## config.mk

```make
export PLATFORM = sky130hd
export DESIGN_NAME = pin_entry_collector
export DESIGN_NICKNAME = d
export VERILOG_FILES = /design/src/rtl/pin_entry_collector.sv
export SDC_FILE = /design/constraint.sdc
export NUM_CORES = 1
export LEC_CHECK = 0
export BUFFER_PORTS_ARGS = -buffer_cell sky130_fd_sc_hd__buf_2
export CORE_ASPECT_RATIO = 1.75
export CORE_UTILIZATION = 51
export CTS_CLUSTER_SIZE = 20
export DETAILED_ROUTE_END_ITERATION = 8
export PLACE_DENSITY = 0.75
export SYNTH_ARGS = -nofsm -noshare
export SYNTH_HDL_FRONTEND = slang
export SYNTH_SLANG_ARGS = --single-unit
```

## constraint.sdc

```tcl
create_clock -name clk -period 4.1 [get_ports clk]
set_clock_uncertainty 0.1 [all_clocks]
set_input_delay 0.41 -clock clk [delete_from_list [all_inputs] [get_ports clk]]
set_output_delay 0.41 -clock clk [all_outputs]
set_load 0.02 [all_outputs]
```

## src/rtl/pin_entry_collector.sv

```systemverilog
// Collects a 4-digit BCD PIN from a keypad and hands it to the gate controller with a one-cycle ack.
// Optional inter-key idle timeout is compiled in when PIN_ENTRY_TIMEOUT_EN is defined.
module pin_entry_collector #(
  parameter logic [15:0] TIMEOUT_CYCLES = 16'd1000
) (
  input  logic        clk,
  input  logic        rst,
  input  logic        enable,
  input  logic        key_valid,
  input  logic [3:0]  key_digit,
  input  logic        key_clear,
  input  logic        key_enter,
  output logic [15:0] code,
  output logic        code_ack,
  output logic [2:0]  digit_count,
  output logic        entry_error,
  output logic        timeout
);

  typedef enum logic [1:0] {IDLE, COLLECT, FULL, SEND} state_t;

  state_t      state, state_nxt;
  logic [15:0] buffer, buffer_nxt, code_nxt;
  logic [2:0]  count_nxt;
  logic        ack_nxt, err_nxt;
  logic        digit_ok;
  logic        idle_expire;

  assign digit_ok = (key_digit <= 4'd9);

`ifdef PIN_ENTRY_TIMEOUT_EN
  logic [15:0] idle_cnt;
  logic        any_key, idle_run;

  // The counter only ticks while a partial PIN is waiting and no key arrives.
  assign any_key     = key_valid | key_clear | key_enter;
  assign idle_run    = enable && !any_key && (digit_count != 3'd0) &&
                       ((state == COLLECT) || (state == FULL));
  assign idle_expire = idle_run && (idle_cnt == TIMEOUT_CYCLES - 16'd1);

  always_ff @(posedge clk) begin
    if (rst) begin
      idle_cnt <= 16'd0;
      timeout  <= 1'b0;
    end else begin
      timeout <= idle_expire;
      if (idle_run && !idle_expire)
        idle_cnt <= idle_cnt + 16'd1;
      else
        idle_cnt <= 16'd0;
    end
  end
`else
  logic unused_timeout_cfg;

  assign unused_timeout_cfg = ^TIMEOUT_CYCLES;
  assign idle_expire        = 1'b0;
  assign timeout            = 1'b0;
`endif

  always_ff @(posedge clk) begin
    if (rst) begin
      state       <= IDLE;
      buffer      <= 16'h0000;
      code        <= 16'h0000;
      code_ack    <= 1'b0;
      digit_count <= 3'd0;
      entry_error <= 1'b0;
    end else begin
      state       <= state_nxt;
      buffer      <= buffer_nxt;
      code        <= code_nxt;
      code_ack    <= ack_nxt;
      digit_count <= count_nxt;
      entry_error <= err_nxt;
    end
  end

  always_comb begin
    state_nxt  = state;
    buffer_nxt = buffer;
    count_nxt  = digit_count;
    code_nxt   = code;
    ack_nxt    = 1'b0;
    err_nxt    = 1'b0;

    if (!enable) begin
      state_nxt  = IDLE;
      buffer_nxt = 16'h0000;
      count_nxt  = 3'd0;
    end else begin
      case (state)
        IDLE: begin
          state_nxt  = COLLECT;
          buffer_nxt = 16'h0000;
          count_nxt  = 3'd0;
        end
        COLLECT: begin
          if (key_clear) begin
            buffer_nxt = 16'h0000;
            count_nxt  = 3'd0;
          end else if (key_enter) begin
            err_nxt    = 1'b1;
            buffer_nxt = 16'h0000;
            count_nxt  = 3'd0;
          end else if (key_valid) begin
            if (!digit_ok) begin
              err_nxt = 1'b1;
            end else begin
              buffer_nxt = {buffer[11:0], key_digit};
              count_nxt  = digit_count + 3'd1;
              if (digit_count == 3'd3)
                state_nxt = FULL;
            end
          end else if (idle_expire) begin
            buffer_nxt = 16'h0000;
            count_nxt  = 3'd0;
          end
        end
        FULL: begin
          if (key_clear) begin
            state_nxt  = COLLECT;
            buffer_nxt = 16'h0000;
            count_nxt  = 3'd0;
          end else if (key_enter) begin
            state_nxt = SEND;
          end else if (key_valid) begin
            err_nxt = 1'b1;
          end else if (idle_expire) begin
            state_nxt  = COLLECT;
            buffer_nxt = 16'h0000;
            count_nxt  = 3'd0;
          end
        end
        SEND: begin
          // Publish the PIN for one cycle, then allow a fresh attempt.
          code_nxt   = buffer;
          ack_nxt    = 1'b1;
          buffer_nxt = 16'h0000;
          count_nxt  = 3'd0;
          state_nxt  = COLLECT;
        end
        default: begin
          state_nxt  = IDLE;
          buffer_nxt = 16'h0000;
          count_nxt  = 3'd0;
        end
      endcase
    end
  end

endmodule

```

==> results.py, run 1 <==
metrics = {
    "finish": {
        "diodes": 0,
        "area_growth_pct": 16.0,
        "drive_above_1_share_pct": 23.6,
        "nets": 197,
    },
    "setup_path": {
        "crit_family": "simple AND/OR/NAND/NOR gates",
        "startpoint_type": "flop",
        "reg2reg_slack_ns": 2.13,
        "r2r_cells": 6,
        "required_ns": 4.23,
        "end_kind": "flop",
        "startpoint": "state[0]",
        "regToRegStartpoint": "state[0]",
        "path_cells": "inv_1 -> ha_1 -> nand2b_1 -> o22ai_1 -> nor2_2 -> a22o_1",
        "worstSetupPathDepth": 6,
        "critical-path-max-stage-delay_ns": 0.58,
        "crit_path_end": "buffer[14]",
        "path_class": "flop to flop",
        "path_max_fanout": 18,
        "r2r-end": "buffer[14]",
        "cp.arrival_ns": 2.10,
        "crit_slowest_cell": "nor2_2",
        "critPathBufInv": 1,
    },
    "synthesis": {
        "ys_seq_elements": 39,
        "synth_top_area_cell": "dfxtp_1",
        "avgSynthCellArea_um2": 9.94,
        "synth_edf_count": 0,
        "syn-num-nets": 169,
        "yosys-top-cells-count": "39 x dfxtp_1, 33 x nand2_1, 19 x a21oi_1",
        "synth.area.top_cells": "dfxtp_1 51%, a22o_1 10%, nand2_1 8.1%",
        "yosysSeqAreaShare_pct": 51.3,
        "yosysWarnings": 0,
        "synth_top_area_share_pct": 51.3,
        "ys_async_sr_fraction_pct": 0,
        "synth_cell_types": 30,
        "synthMostInstantiatedCell": "dfxtp_1",
        "synthFlopType": "dfxtp_1",
        "synth_area_mm2": 0.00152,
        "postSynthCellCount": 153,
    },
    "route": {
        "drt_wl_total_um": 2700,
        "drc": 0,
        "drt-vias-per-instance": 5.49,
        "drtIter0Drc": 17,
        "firstDrtPassIters": 4,
        "wl_per_cell_um": 12.9,
        "final_antenna_net_count": 0,
        "routed-via-count": 1147,
    },
    "clock_tree": {
        "post_cts_buffers": 0,
        "clock_latency_ns": 0.29,
        "cts_num_sinks": 39,
        "cts_resized": 0,
        "ctsHoldBuffers": 0,
        "cts_tree": "yes",
        "cts.path.max_buffers": 2,
        "cts-buffers-inserted": 5,
        "ctsHtreeMaxLevel": 2,
        "cts_root_buffer": "clkbuf_8",
        "clk_pin_slew_ns": 0.08,
    },
    "sta": {
        "fin_setup_tns_ns": 0,
        "layout_min_cycle_time_ns": 1.97,
        "tightest_slew_ns": 0.698,
        "rsz0062_at_grt": "no",
        "slew_viol_final": 0,
        "timing.final.hold_violations": 0,
        "min_period_over_period_pct": 48.0,
        "relSlewSlack_pct": 53.4,
        "setup_violations": 0,
        "fin_hold_ws_ns": 0.248,
        "max_freq_mhz": 508,
    },
    "floorplanning": {
        "die_h_um": 74.3,
        "dieArea_mm2": 0.00321,
        "placementRows": 25,
        "start_util_pct": 55.3,
        "core_area_mm2": 0.00275,
        "io_pins": 32,
        "die_x_um": 43.3,
    },
    "place": {
        "port_buffers": 30,
        "routabilityCongestion": 0.707,
        "post-dp-hpwl_um": 2020,
    },
    "job": {
        "cap_violations": 0,
    },
    "power": {
        "peakVddDrop_mv": 0.330,
        "power.density_mw_per_mm2": 448,
        "p_leak_uw": 0.000747,
    },
    "grt": {
        "antenna_found_initial": 0,
        "grt_overflow_total": 0,
        "grt_max_degree": 19,
        "grt_pass1_wl_um": 4520,
        "grt_pass1_vias": 1077,
        "grt_usage_pct": 18.8,
    },
    "min_path": {
        "min_path_type": "input pin to flop",
    },
    "status": {
        "status": "finished, final reports clean",
    },
}
## layout make-up
type	instances	area, um2
clock buffers	5	68.8
clock inverters	3	67.6
fillers	248	988
inverters	6	22.5
multi-input cells	99	641
flip-flops and latches	39	781
well taps	27	33.8
repair buffers	30	150
## metrics by stage
step           instances  worst slack, ns  total power [uW]  instance area [um2]  util (%)
4_1_cts              209             2.12               797                 1760      64.1
6_report             209             2.13               790                 1760      64.1
3_3_place_gp         201             2.23               420                 1630      59.1
3_5_place_dp         201             2.15               421                 1630      59.1
5_1_grt              209             2.02               812                 1760      64.1
2_1_floorplan        153             2.41               413                 1520         -
## where the power goes
part / internal, uW / switching [uW]
logic: 12.1 / 18.4
clock network: 243 / 135
registers: 380 / 1.85
total: 635 / 155
## cell families after synthesis
| logic type | share of synthesized area [%] |
|---|---|
| compound gates | 21.1 |
| simple gates | 15.9 |
| flops | 51.3 |
| buf+inv | 6.58 |
| fa+ha+maj | 4.93 |
| other cells | 0.246 |
## how the worst min path moves through the flow
stage,start,to,cells past startpoint
after global routing,key_digit[0],buffer[0],2
after CTS,key_digit[0],buffer[0],2
after floorplan,buffer[12],code[12],2
after detailed placement,code[5],code[5],2
after global placement,code[13],code[13],2
final,key_digit[0],buffer[0],2
## per-layer routing
layer | part of all wire (%) | global-route usage, % | wire [um]
met4 | 2.3 | 9.09 | 61
met1 | 40 | 19.2 | 1070
met2 | 54 | 34.3 | 1470
met3 | 3.7 | 5.10 | 101
met5 | 0 | 0 | 0
## registers in the layout, summed over array words and instances, names as in the netlist
register	flops
code_ack	1
digit_count	3
entry_error	1
state	2
code	16
buffer	16
## cell usage in the layout (no fill, tap or decap), types with 3 or more instances in the layout
master     n
buf_2     30
nand2_1   33
a21oi_1   19
a22o_1    18
a211oi_1   3
clkbuf_8   5
ha_1       6
inv_1      6
dfxtp_1   39
Note: power is estimated with default switching activity, not from simulation.
==> run 2: changes to the inputs <==
==> constraint.sdc (replaced) <==
create_clock -name clk -period 2 [get_ports clk]
set_clock_uncertainty 0.1 [all_clocks]
set_input_delay 0.2 -clock clk [delete_from_list [all_inputs] [get_ports clk]]
set_output_delay 0.2 -clock clk [all_outputs]
set_load 0.02 [all_outputs]
==> run 2 against run 1 <==
Against the previous run:
- setup slack got worse by 2.0 ns
- die area is the same
- first-iteration DRC count increased by 24%
- sequential share of layout area shrank 0.22 points
- sequential cell count stayed put
- total power up 87%
- worst hold slack got worse by 0.20 ns
- count of clock-buffer cells in the layout did not move
- design area grew 0.50%
- via count fell by 1.0%
- final cell count increased by 0.96%
- utilization rose by 0.32 points
- largest power group unchanged
- highest routed layer unchanged
==> results.py, run 2 (synthesis results as in run 1) <==
metrics = {
    "floorplanning": {
        "dieArea_mm2": 0.00321,
        "start_util_pct": 55.3,
        "die_h_um": 74.3,
        "core_area_mm2": 0.00275,
        "placementRows": 25,
        "io_pins": 32,
        "die_x_um": 43.3,
    },
    "finish": {
        "postLayoutCellArea_mm2": 0.00177,
        "reg_top3": "buffer x16, code x16, digit_count x3",
        "layout.cells.non_filler": 211,
        "final_cell_mix": "39 x dfxtp_1, 33 x nand2_1, 30 x buf_2",
        "nFillCells": 260,
        "area_growth_pct": 16.5,
        "fin_util_pct": 64.4,
        "diodes": 0,
        "nets": 199,
        "final_common_cell": "dfxtp_1",
        "regArea_um2": 781,
        "drive_above_1_share_pct": 24.5,
        "multi_input_area_um2": 646,
    },
    "route": {
        "final_antenna_net_count": 0,
        "drt_wl_total_um": 2720,
        "firstDrtPassIters": 4,
        "wl_per_cell_um": 12.9,
        "drtIter0Drc": 21,
        "drt-vias-per-instance": 5.38,
        "drc": 0,
        "routed-via-count": 1135,
    },
    "job": {
        "cap_violations": 0,
    },
    "setup_path": {
        "required_ns": 2.08,
        "critical-path-max-stage-delay_ns": 0.42,
        "worstSetupPathDepth": 6,
        "path_class": "flop to flop",
        "critPathBufInv": 1,
        "cp.arrival_ns": 1.91,
        "r2r-end": "buffer[1]",
        "end_kind": "flop",
        "crit_family": "compound AO/OA/AOI/OAI gates",
        "crit_slowest_cell": "dfxtp_1",
        "startpoint_type": "flop",
        "regToRegStartpoint": "state[0]",
        "reg2reg_slack_ns": 0.17,
        "r2r_cells": 6,
        "path_cells": "inv_1 -> ha_1 -> nand2b_1 -> o22ai_1 -> nor2_4 -> a22o_1",
        "path_max_fanout": 18,
    },
    "place": {
        "post-dp-hpwl_um": 2000,
        "port_buffers": 30,
        "dpl-instance-area_mm2": 0.00164,
        "dp.cells": 202,
        "pre_cts_ws_ns": 0.111,
        "routabilityCongestion": 0.749,
    },
    "power": {
        "peakVddDrop_mv": 0.682,
        "power.density_mw_per_mm2": 834,
        "p_leak_uw": 0.000754,
    },
    "sta": {
        "max_freq_mhz": 546,
        "setup_violations": 0,
        "layout_min_cycle_time_ns": 1.83,
        "tightest_slew_ns": 0.538,
        "layout_setup_ws_ns": 0.168,
        "slew_viol_final": 0,
        "fin_setup_tns_ns": 0,
        "rsz0062_at_grt": "no",
        "timing.final.hold_violations": 0,
        "relSlewSlack_pct": 64.2,
        "min_period_over_period_pct": 91.6,
    },
    "status": {
        "status": "finished, final reports clean",
    },
    "clock_tree": {
        "ctsHoldBuffers": 0,
        "cts.path.max_buffers": 2,
        "cts_root_buffer": "clkbuf_8",
        "cts_num_sinks": 39,
        "clk_pin_slew_ns": 0.07,
        "cts-buffers-inserted": 5,
        "clock_latency_ns": 0.28,
        "ctsHtreeMaxLevel": 2,
        "cts_tree": "yes",
    },
    "grt": {
        "grt_overflow_total": 0,
        "grt_pass1_wl_um": 4660,
        "grt_max_degree": 19,
        "grt_pass1_vias": 1079,
        "antenna_found_initial": 0,
        "grt_usage_pct": 19.5,
    },
    "min_path": {
        "min_path_type": "input pin to flop",
        "min_from": "key_digit[0]",
        "hold_end": "buffer[0]",
        "whs_path_depth": 2,
    },
}
## run 2: repair_timing
item                                    CTS  global route
resized for setup                         0             1
setup buffers                             0             1
endpoints found under the setup margin    0            18
## run 2: worst register-to-register path, stage by stage, from the launching register on
cell and delay, ns:
dfxtp_1 0.42, inv_1 0.06, ha_1 0.28, nand2b_1 0.17, o22ai_1 0.26, nor2_4 0.16
a22o_1 0.27
## run 2: worst max path at each step
| stage | startpoint | end | slack [ns] |
|---|---|---|---|
| floorplan | state[0] | buffer[4] | 0.31 |
| global placement | state[0] | buffer[1] | 0.19 |
| detailed placement | state[0] | buffer[11] | 0.11 |
| CTS | state[0] | buffer[11] | 0.07 |
| global route | state[0] | digit_count[2] | 0.0006 |
| finish | state[0] | buffer[1] | 0.17 |
## run 2: stage by stage
stage	hold WS, ns	power (uW)
finish	0.0444	1480
global route	0.0350	1530
CTS	0.0236	1490
detailed placement	0.325	864
global placement	0.323	862
floorplan	0.225	847
## run 2: area by class of cell
cell class              instances  area share, %
clock buffers                   5           3.88
clock inverters                 3           2.47
inverters                       6           1.27
multi-input cells              99           36.4
flip-flops and latches         39           44.0
well taps                      27           1.91
repair buffers                 32           10.0
## run 2: routing by layer
metal | part of all wire, % | vias up | track usage (%)
met1 | 40 | 517 | 20.4
met5 | 0 | - | 0
met4 | 2.5 | 0 | 11.1
li1 | - | 588 | -
met2 | 53 | 26 | 34.0
met3 | 3.7 | 4 | 5.83
## run 2: power by group
part           internal [uW]  switching (uW)  leakage [uW]
clock network            371             261     0.0000581
registers                779            3.61      0.000314
logic                   26.4            38.3      0.000382
total                   1180             303      0.000754
